===== src/rtl/mix_columns_seq.sv =====
// Sequential AES MixColumns: one 32-bit column per cycle, valid/ready on both sides, one block in flight.
// Define MIX_COLUMNS_INV_EN to add the inv port and the InvMixColumns matrix.
module mix_columns_seq #(
  parameter logic [7:0] POLY  = 8'h1B,
  parameter int         NCOLS = 4
) (
  input  logic         clk,
  input  logic         rst,
  input  logic         in_valid,
  output logic         in_ready,
  input  logic [127:0] in_data,
`ifdef MIX_COLUMNS_INV_EN
  input  logic         inv,
`endif
  output logic         out_valid,
  input  logic         out_ready,
  output logic [127:0] out_data
);

  typedef enum logic [1:0] {IDLE, BUSY, DONE} state_t;

  localparam logic [1:0] LAST_COL = 2'(NCOLS - 1);

  state_t       state_q, state_d;
  logic [1:0]   col_cnt_q, col_cnt_d;
  logic [127:0] data_q, data_d;
  logic         accept;
  logic [31:0]  col_sel;
  logic [31:0]  col_mix;
`ifdef MIX_COLUMNS_INV_EN
  logic         inv_q, inv_d;
`endif

  function automatic logic [7:0] xt(input logic [7:0] a);
    return {a[6:0], 1'b0} ^ (a[7] ? POLY : 8'h00);
  endfunction

  function automatic logic [31:0] mix_fwd(input logic [31:0] col);
    logic [7:0] a0, a1, a2, a3;
    {a0, a1, a2, a3} = col;
    return {xt(a0) ^ xt(a1) ^ a1 ^ a2 ^ a3,
            a0 ^ xt(a1) ^ xt(a2) ^ a2 ^ a3,
            a0 ^ a1 ^ xt(a2) ^ xt(a3) ^ a3,
            xt(a0) ^ a0 ^ a1 ^ a2 ^ xt(a3)};
  endfunction

`ifdef MIX_COLUMNS_INV_EN
  function automatic logic [31:0] mix_inv(input logic [31:0] col);
    logic [7:0] a [4];
    logic [7:0] m9 [4];
    logic [7:0] mb [4];
    logic [7:0] md [4];
    logic [7:0] me [4];
    logic [7:0] x1, x2, x3;
    for (int i = 0; i < 4; i++) begin
      a[i]  = col[31-8*i -: 8];
      x1    = xt(a[i]);
      x2    = xt(x1);
      x3    = xt(x2);
      m9[i] = x3 ^ a[i];
      mb[i] = x3 ^ x1 ^ a[i];
      md[i] = x3 ^ x2 ^ a[i];
      me[i] = x3 ^ x2 ^ x1;
    end
    return {me[0] ^ mb[1] ^ md[2] ^ m9[3],
            m9[0] ^ me[1] ^ mb[2] ^ md[3],
            md[0] ^ m9[1] ^ me[2] ^ mb[3],
            mb[0] ^ md[1] ^ m9[2] ^ me[3]};
  endfunction
`endif

  // NOTE: all state uses non-blocking assignments and the async reset clears every flop, including the data register.
  always_ff @(posedge clk or posedge rst) begin
    if (rst) begin
      state_q   <= IDLE;
      col_cnt_q <= 2'd0;
      data_q    <= 128'd0;
`ifdef MIX_COLUMNS_INV_EN
      inv_q     <= 1'b0;
`endif
    end else begin
      state_q   <= state_d;
      col_cnt_q <= col_cnt_d;
      data_q    <= data_d;
`ifdef MIX_COLUMNS_INV_EN
      inv_q     <= inv_d;
`endif
    end
  end

  always_comb begin
    state_d = state_q;
    unique case (state_q)
      IDLE: if (in_valid) state_d = BUSY;
      BUSY: if (col_cnt_q == LAST_COL) state_d = DONE;
      DONE: if (out_ready) state_d = in_valid ? BUSY : IDLE;
      default: state_d = IDLE;
    endcase
  end

  always_comb begin
    in_ready  = (state_q == IDLE) || ((state_q == DONE) && out_ready);
    out_valid = (state_q == DONE);
  end

  assign accept   = in_valid && in_ready;
  assign out_data = data_q;

  // Single column datapath shared by all four columns through this mux.
  always_comb begin
    col_sel = 32'd0;
    unique case (col_cnt_q)
      2'd0: col_sel = data_q[127:96];
      2'd1: col_sel = data_q[95:64];
      2'd2: col_sel = data_q[63:32];
      2'd3: col_sel = data_q[31:0];
      default: col_sel = 32'd0;
    endcase
  end

`ifdef MIX_COLUMNS_INV_EN
  assign col_mix = inv_q ? mix_inv(col_sel) : mix_fwd(col_sel);
`else
  assign col_mix = mix_fwd(col_sel);
`endif

  always_comb begin
    data_d    = data_q;
    col_cnt_d = col_cnt_q;
`ifdef MIX_COLUMNS_INV_EN
    inv_d     = inv_q;
`endif
    if (accept) begin
      data_d    = in_data;
      col_cnt_d = 2'd0;
`ifdef MIX_COLUMNS_INV_EN
      inv_d     = inv;
`endif
    end else if (state_q == BUSY) begin
      col_cnt_d = col_cnt_q + 2'd1;
      unique case (col_cnt_q)
        2'd0: data_d[127:96] = col_mix;
        2'd1: data_d[95:64]  = col_mix;
        2'd2: data_d[63:32]  = col_mix;
        2'd3: data_d[31:0]   = col_mix;
        default: data_d = data_q;
      endcase
    end
  end

endmodule


===== config.mk =====
export PLATFORM = sky130hd
export DESIGN_NAME = mix_columns_seq
export DESIGN_NICKNAME = d
export VERILOG_FILES = /design/src/rtl/mix_columns_seq.sv
export SDC_FILE = /design/constraint.sdc
export NUM_CORES = 1
export LEC_CHECK = 0
export CAP_MARGIN = 20
export CORE_MARGIN = 4
export CORE_UTILIZATION = 55
export CTS_CLUSTER_SIZE = 12
export DETAILED_ROUTE_END_ITERATION = 16
export DONT_BUFFER_PORTS = 1
export GPL_TIMING_DRIVEN = 0
export PLACE_DENSITY = 0.79
export SYNTH_ARGS = -nofsm -noshare
export SYNTH_HDL_FRONTEND = slang
export SYNTH_SLANG_ARGS = --single-unit

===== constraint.sdc =====
create_clock -name clk -period 4.2 [get_ports clk]
set_input_delay 0.84 -clock clk [delete_from_list [all_inputs] [get_ports clk]]
set_output_delay 0.84 -clock clk [all_outputs]
set_load 0.05 [all_outputs]

==> impl_metrics.tcl, run 1 <==
set metrics [dict create \
    ys_types 32 \
    cts.sinks 132 \
    worstSetupStartpointType "flip-flop" \
    clock_latency_ns 0.44 \
    dieArea_um2 16610 \
    grt_overflow_total 0 \
    placed_area_um2 8328 \
    drt_iter0_drc 1297 \
    critPathSlowestCell "a222oi_1" \
    worstPathCellList "inv_1, ha_1, buf_2, a222oi_1, xnor2_1, mux2_2, xor2_1, xor2_1, o21ai_0" \
    status "complete, but fails checks" \
    ctsResizeCount 0 \
    io_buffers 0 \
    fin_cells 1052 \
    r2r-start "col_cnt_q[0]" \
    wl_mm 31.73 \
    numPlacedInstances 1022 \
    cts_made_buffers 17 \
    tightest_slew_ns 1.504 \
    timing.setup.tns_ns 0 \
    avgViaCountPerCell 7.122 \
    finalCriticalPeriod_ns 3.944 \
    dp_hpwl_mm 24.58 \
    path_class "reg2reg" \
    cts_root_buf "clkbuf_16" \
    ys.warnings.count 0 \
    row_count 43 \
    crit_arrival_ns 4.23 \
    cts_max_level 4 \
    failed_checks "max-slew violations" \
    grt_pass1_wl_mm 46.00 \
    syn_area_um2 8039 \
    core_area_um2 14100 \
    cts_hold_buf 0 \
    routabilityCongestion 0.9866 \
    diodes 0 \
    avgRoutedWirePerCell_um 30.16 \
    path_clk_slew_ns 0.06 \
    max_stage_delay_ns 1.26 \
    die_y_um 128.9 \
    dr.pass1.iters 8 \
    grt_max_degree 44 \
    die_x_um 128.9 \
    nNetsFinal 997 \
    track_usage 0.3721 \
    syn-num-nets 975 \
    r2r_cells 9 \
    synthCells 839 \
    vias 7492 \
    crit_path_end_kind "flip-flop" \
    start_util 0.5703 \
    skew_ns 0.01196 \
    slew_violations 4 \
    ys_ff_latch 132 \
    setup_viol_count_final 0 \
    post_cts_buffers 0 \
    ys_seq_area_frac 0.4109 \
    cts_max_path_buffers 2 \
    cap_violations 0 \
    fmax_mhz 253.6 \
    hold_path.class "in2async" \
    ant_nets 0 \
    antenna_found_initial 0 \
    r2r-end "out_data[25]" \
    fin_ws_ns 0.2563 \
    cts_tree "done" \
    pre_cts_slack_ns 0.3304 \
    slew_headroom -0.002414 \
    critical_path_peak_fanout 7 \
    areaGrowthSynthToFinish_pct 11.42 \
    post-route-cell-area_um2 8957 \
    cp.required_ns 4.48 \
    reg2reg_slack_ns 0.26 \
    crit_top_cell "xor2_1" \
    drive_above_1_share 0.05161 \
    rsz0062_at_grt "false" \
    grt_pass1_vias 7253 \
    drc_errors 0 \
    syn-mean-instance-area_um2 9.582 \
    layout_worst_path_cycle_share 0.9390 \
    ios 262 \
    hold_viol 0 \
]
-- worst max-delay path by stage --
stage | start | to | slack (ns)
6_report | col_cnt_q[0] | out_data[25] | 0.26
5_1_grt | col_cnt_q[0] | out_data[44] | 0.21
4_1_cts | col_cnt_q[0] | out_data[12] | 0.52
3_5_place_dp | out_ready | out_data[34] | 0.33
3_3_place_gp | out_ready | out_data[37] | 0.35
2_1_floorplan | out_ready | out_data[114] | 1.28
-- critical path, delay by kind of cell (launching register included) --
kind / cells / cell delay, ns
AO/OA/AOI/OAI: 2 / 1.44
XOR/XNOR: 3 / 1.06
adder cells (fa/ha/maj): 1 / 0.19
buffers and inverters: 2 / 0.26
flip-flops: 1 / 0.41
multiplexers: 1 / 0.43
-- per-stage QoR --
step / utilization / hold slack (ns)
2_1_floorplan: - / 0.5616
3_3_place_gp: 0.5865 / 0.5918
3_5_place_dp: 0.5908 / 0.6089
4_1_cts: 0.6355 / 0.3118
5_1_grt: 0.6355 / 0.3337
6_report: 0.6355 / 0.3003
-- area by class of cell --
type,count,area [um^2]
plain buffers,69,289.0
clock inverters,9,178.9
multi-input cells,632,4424
flip-flops and latches,132,3303
fillers,1170,5139
repair buffers,3,60.06
clock buffers,21,450.4
well taps,180,225.2
inverters,6,26.28
-- cell usage after synthesis, drive strengths merged --
master / number / area share
a211oi: 1 / 0.00093
o21ai: 162 / 0.10
dfrtp: 132 / 0.41
buf: 10 / 0.0082
o21a: 1 / 0.00093
and2: 11 / 0.0086
clkbuf: 59 / 0.028
or2: 1 / 0.00078
clkinv: 1 / 0.00047
mux2i: 3 / 0.0053
nand2b: 9 / 0.0070
a222oi: 32 / 0.040
o221ai: 4 / 0.0044
inv: 5 / 0.0023
mux2: 2 / 0.0028
xnor2: 113 / 0.12
a22o: 1 / 0.0011
a21oi: 24 / 0.015
ha: 4 / 0.0062
a21o: 2 / 0.0019
nand2: 27 / 0.013
a22oi: 124 / 0.12
xor2: 81 / 0.088
nor2b: 2 / 0.0016
nor2: 28 / 0.013
-- cells in the final DEF (no fill, tap or decap), types with 5 or more instances in the layout --
cell type  instances
bufinv_16          5
clkbuf_16         17
xor2_1            81
and2_1            10
a21oi_1           24
dfrtp_1          132
nand2b_1           9
clkbuf_1          61
nand2_1           27
nor2_1            28
a222oi_1          32
buf_2              5
a22oi_1          124
o21ai_0          157
xnor2_1          113
-- cells by family after synthesis --
| kind of cell | synth area share |
|---|---|
| adders and majority gates | 0.006226 |
| and+or+nand+nor | 0.04358 |
| DFF | 0.4109 |
| AOI/OAI and AO/OA | 0.2811 |
| muxes | 0.008093 |
| buffers and inverters | 0.03875 |
| xor gates and xnor gates | 0.2114 |
-- sequential cells by signal, summed over array words and instances, names as in the netlist --
name,cells
out_data,128
col_cnt_q,2
state_q,2
-- layer usage --
layer  up-vias  track usage  share of wire
met4         0       0.1686          0.050
met2       659       0.5561           0.44
met3       132       0.1378           0.15
met1      3580       0.4833           0.36
li1       3121            -              -
met5         -            0              0
Power of run 1 is not shown: default switching activity piles up to over one toggle a cycle in this logic, so the estimate is an artifact.
==> run 2: changes to the inputs <==
--- a/config.mk
+++ b/config.mk
@@ -11,6 +11,7 @@
 export CTS_CLUSTER_SIZE = 12
 export DETAILED_ROUTE_END_ITERATION = 16
 export DONT_BUFFER_PORTS = 1
+export GPL_ROUTABILITY_DRIVEN = 0
 export GPL_TIMING_DRIVEN = 0
 export PLACE_DENSITY = 0.79
 export SYNTH_ARGS = -nofsm -noshare
==> run 2 against run 1 <==
Compared with the run above:
- the flow now finishes without violations
- critical endpoint is now out_data[47]
- highest routed layer unchanged
- die area unchanged
- utilization shrank 0.071 points
- largest cell class unchanged
- routed wire length increased by 0.50%
==> impl_metrics.tcl, run 2 (synthesis gave the netlist of run 1 again) <==
set metrics [dict create \
    status "finished clean" \
    io_buffers 0 \
    dp_hpwl_mm 24.85 \
    nNetsFinal 997 \
    start_util 0.5703 \
    cts_max_level 4 \
    post_cts_buffers 0 \
    dieArea_um2 16610 \
    r2r_cells 9 \
    skew_ns 0.01382 \
    cap_violations 0 \
    slew_violations 0 \
    grt_pass1_vias 7353 \
    r2r-start "col_cnt_q[0]" \
    cts_hold_buf 0 \
    cts_tree "done" \
    avgViaCountPerCell 7.228 \
    critPathSlowestCell "a222oi_1" \
    vias 7618 \
    path_class "reg2reg" \
    crit_arrival_ns 4.07 \
    ios 262 \
    reg2reg_slack_ns 0.42 \
    rsz0062_at_grt "false" \
    fin_hold_ws_ns 0.3613 \
    worstSetupStartpointType "flip-flop" \
    worstPathCellList "ha_1, buf_2, clkbuf_1, a222oi_1, xor2_1, xnor2_1, a21oi_1, xor2_1, o21ai_0" \
    areaGrowthSynthToFinish_pct 11.30 \
    clock_latency_ns 0.44 \
    avgRoutedWirePerCell_um 30.26 \
    layout_worst_path_cycle_share 0.8997 \
    drive_above_1_share 0.05606 \
    slew_headroom 0.05024 \
    grt_max_degree 42 \
    mostFrequentLayoutCells "o21ai_0, dfrtp_1, a22oi_1, xnor2_1, xor2_1" \
    layout_commonest_cell "o21ai_0" \
    r2r-end "out_data[47]" \
    core_area_um2 14100 \
    antenna_found_initial 0 \
    ctsResizeCount 0 \
    drc_errors 0 \
    path_clk_slew_ns 0.06 \
    grt_overflow_total 0 \
    setup.worst_path.start "col_cnt_q[0]" \
    die_x_um 128.9 \
    diodes 0 \
    dr.pass1.iters 9 \
    wl_met3_mm 4.989 \
    cts_root_buf "clkbuf_16" \
    fin_cells 1054 \
    finalCriticalPeriod_ns 3.779 \
    setup_viol_count_final 0 \
    tightest_slew_ns 1.425 \
    crit_top_cell "xor2_1" \
    cts_max_path_buffers 2 \
    dr_wl_met2_mm 14.25 \
    grt_pass1_wl_mm 46.89 \
    hold_path.class "in2async" \
    fillCellCount 1146 \
    fin_ws_ns 0.4211 \
    largest_register_ffs 128 \
    critical_path_peak_fanout 10 \
    row_count 43 \
    wl_mm 31.89 \
    ant_nets 0 \
    drt_iter0_drc 1386 \
    hold_viol 0 \
    highest_layer "met4" \
    numPlacedInstances 1022 \
    fmax_mhz 264.6 \
    drt-met1-wl_mm 11.12 \
    cts.sinks 132 \
    track_usage 0.3783 \
    pre_cts_slack_ns 0.3609 \
    cts_made_buffers 17 \
    crit_path_end_kind "flip-flop" \
    max_stage_delay_ns 0.90 \
    cp.required_ns 4.49 \
    die_y_um 128.9 \
    timing.setup.tns_ns 0 \
]
-- run 2: cell count changes in the layout (fill, tap and decap cells not counted), sizes merged --
cell / previous run / this run
bufinv: 5 / 3
inv: 4 / 6
clkinv: 3 / 4
clkinvlp: 3 / 4
-- run 2: through the flow --
| step | utilization | cell area [um^2] |
|---|---|---|
| 2_1_floorplan | - | 8043 |
| 3_3_place_gp | 0.5865 | 8268 |
| 3_5_place_dp | 0.5908 | 8328 |
| 4_1_cts | 0.6347 | 8947 |
| 5_1_grt | 0.6347 | 8947 |
| 6_report | 0.6347 | 8947 |
-- run 2: final cells by class --
cell class / count / area, um^2 / area share
Inverter: 6 / 26.28 / 0.002937
Timing Repair Buffer: 3 / 60.06 / 0.006712
Buffer: 69 / 289.0 / 0.03230
Clock buffer: 21 / 470.5 / 0.05258
Clock inverter: 11 / 148.9 / 0.01664
Multi-Input combinational cell: 632 / 4424 / 0.4945
Sequential cell: 132 / 3303 / 0.3692
Tap cell: 180 / 225.2 / 0.02517
-- run 2: worst max path at each step --
| stage | to | slack [ns] | depth (start not counted) |
|---|---|---|---|
| after global placement | out_data[37] | 0.37 | 7 |
| after global routing | out_data[76] | 0.32 | 10 |
| final | out_data[47] | 0.42 | 9 |
| after CTS | out_data[97] | 0.57 | 10 |
| after floorplan | out_data[114] | 1.28 | 8 |
| after detailed placement | out_data[34] | 0.36 | 7 |
-- run 2: critical path, delay by kind of cell (launching register included) --
| family | cells | cell delay [ns] |
|---|---|---|
| compound gates | 3 | 1.34 |
| xor+xnor | 3 | 1.12 |
| flops | 1 | 0.42 |
| fa+ha+maj | 1 | 0.21 |
| buf+inv | 2 | 0.53 |
-- run 2: routing by layer --
layer,global-route usage,vias up
met2,0.5744,699
met3,0.1457,122
li1,-,3128
met1,0.4805,3669
met5,0,-
met4,0.1699,0
Power of run 2 is left out for the same reason.
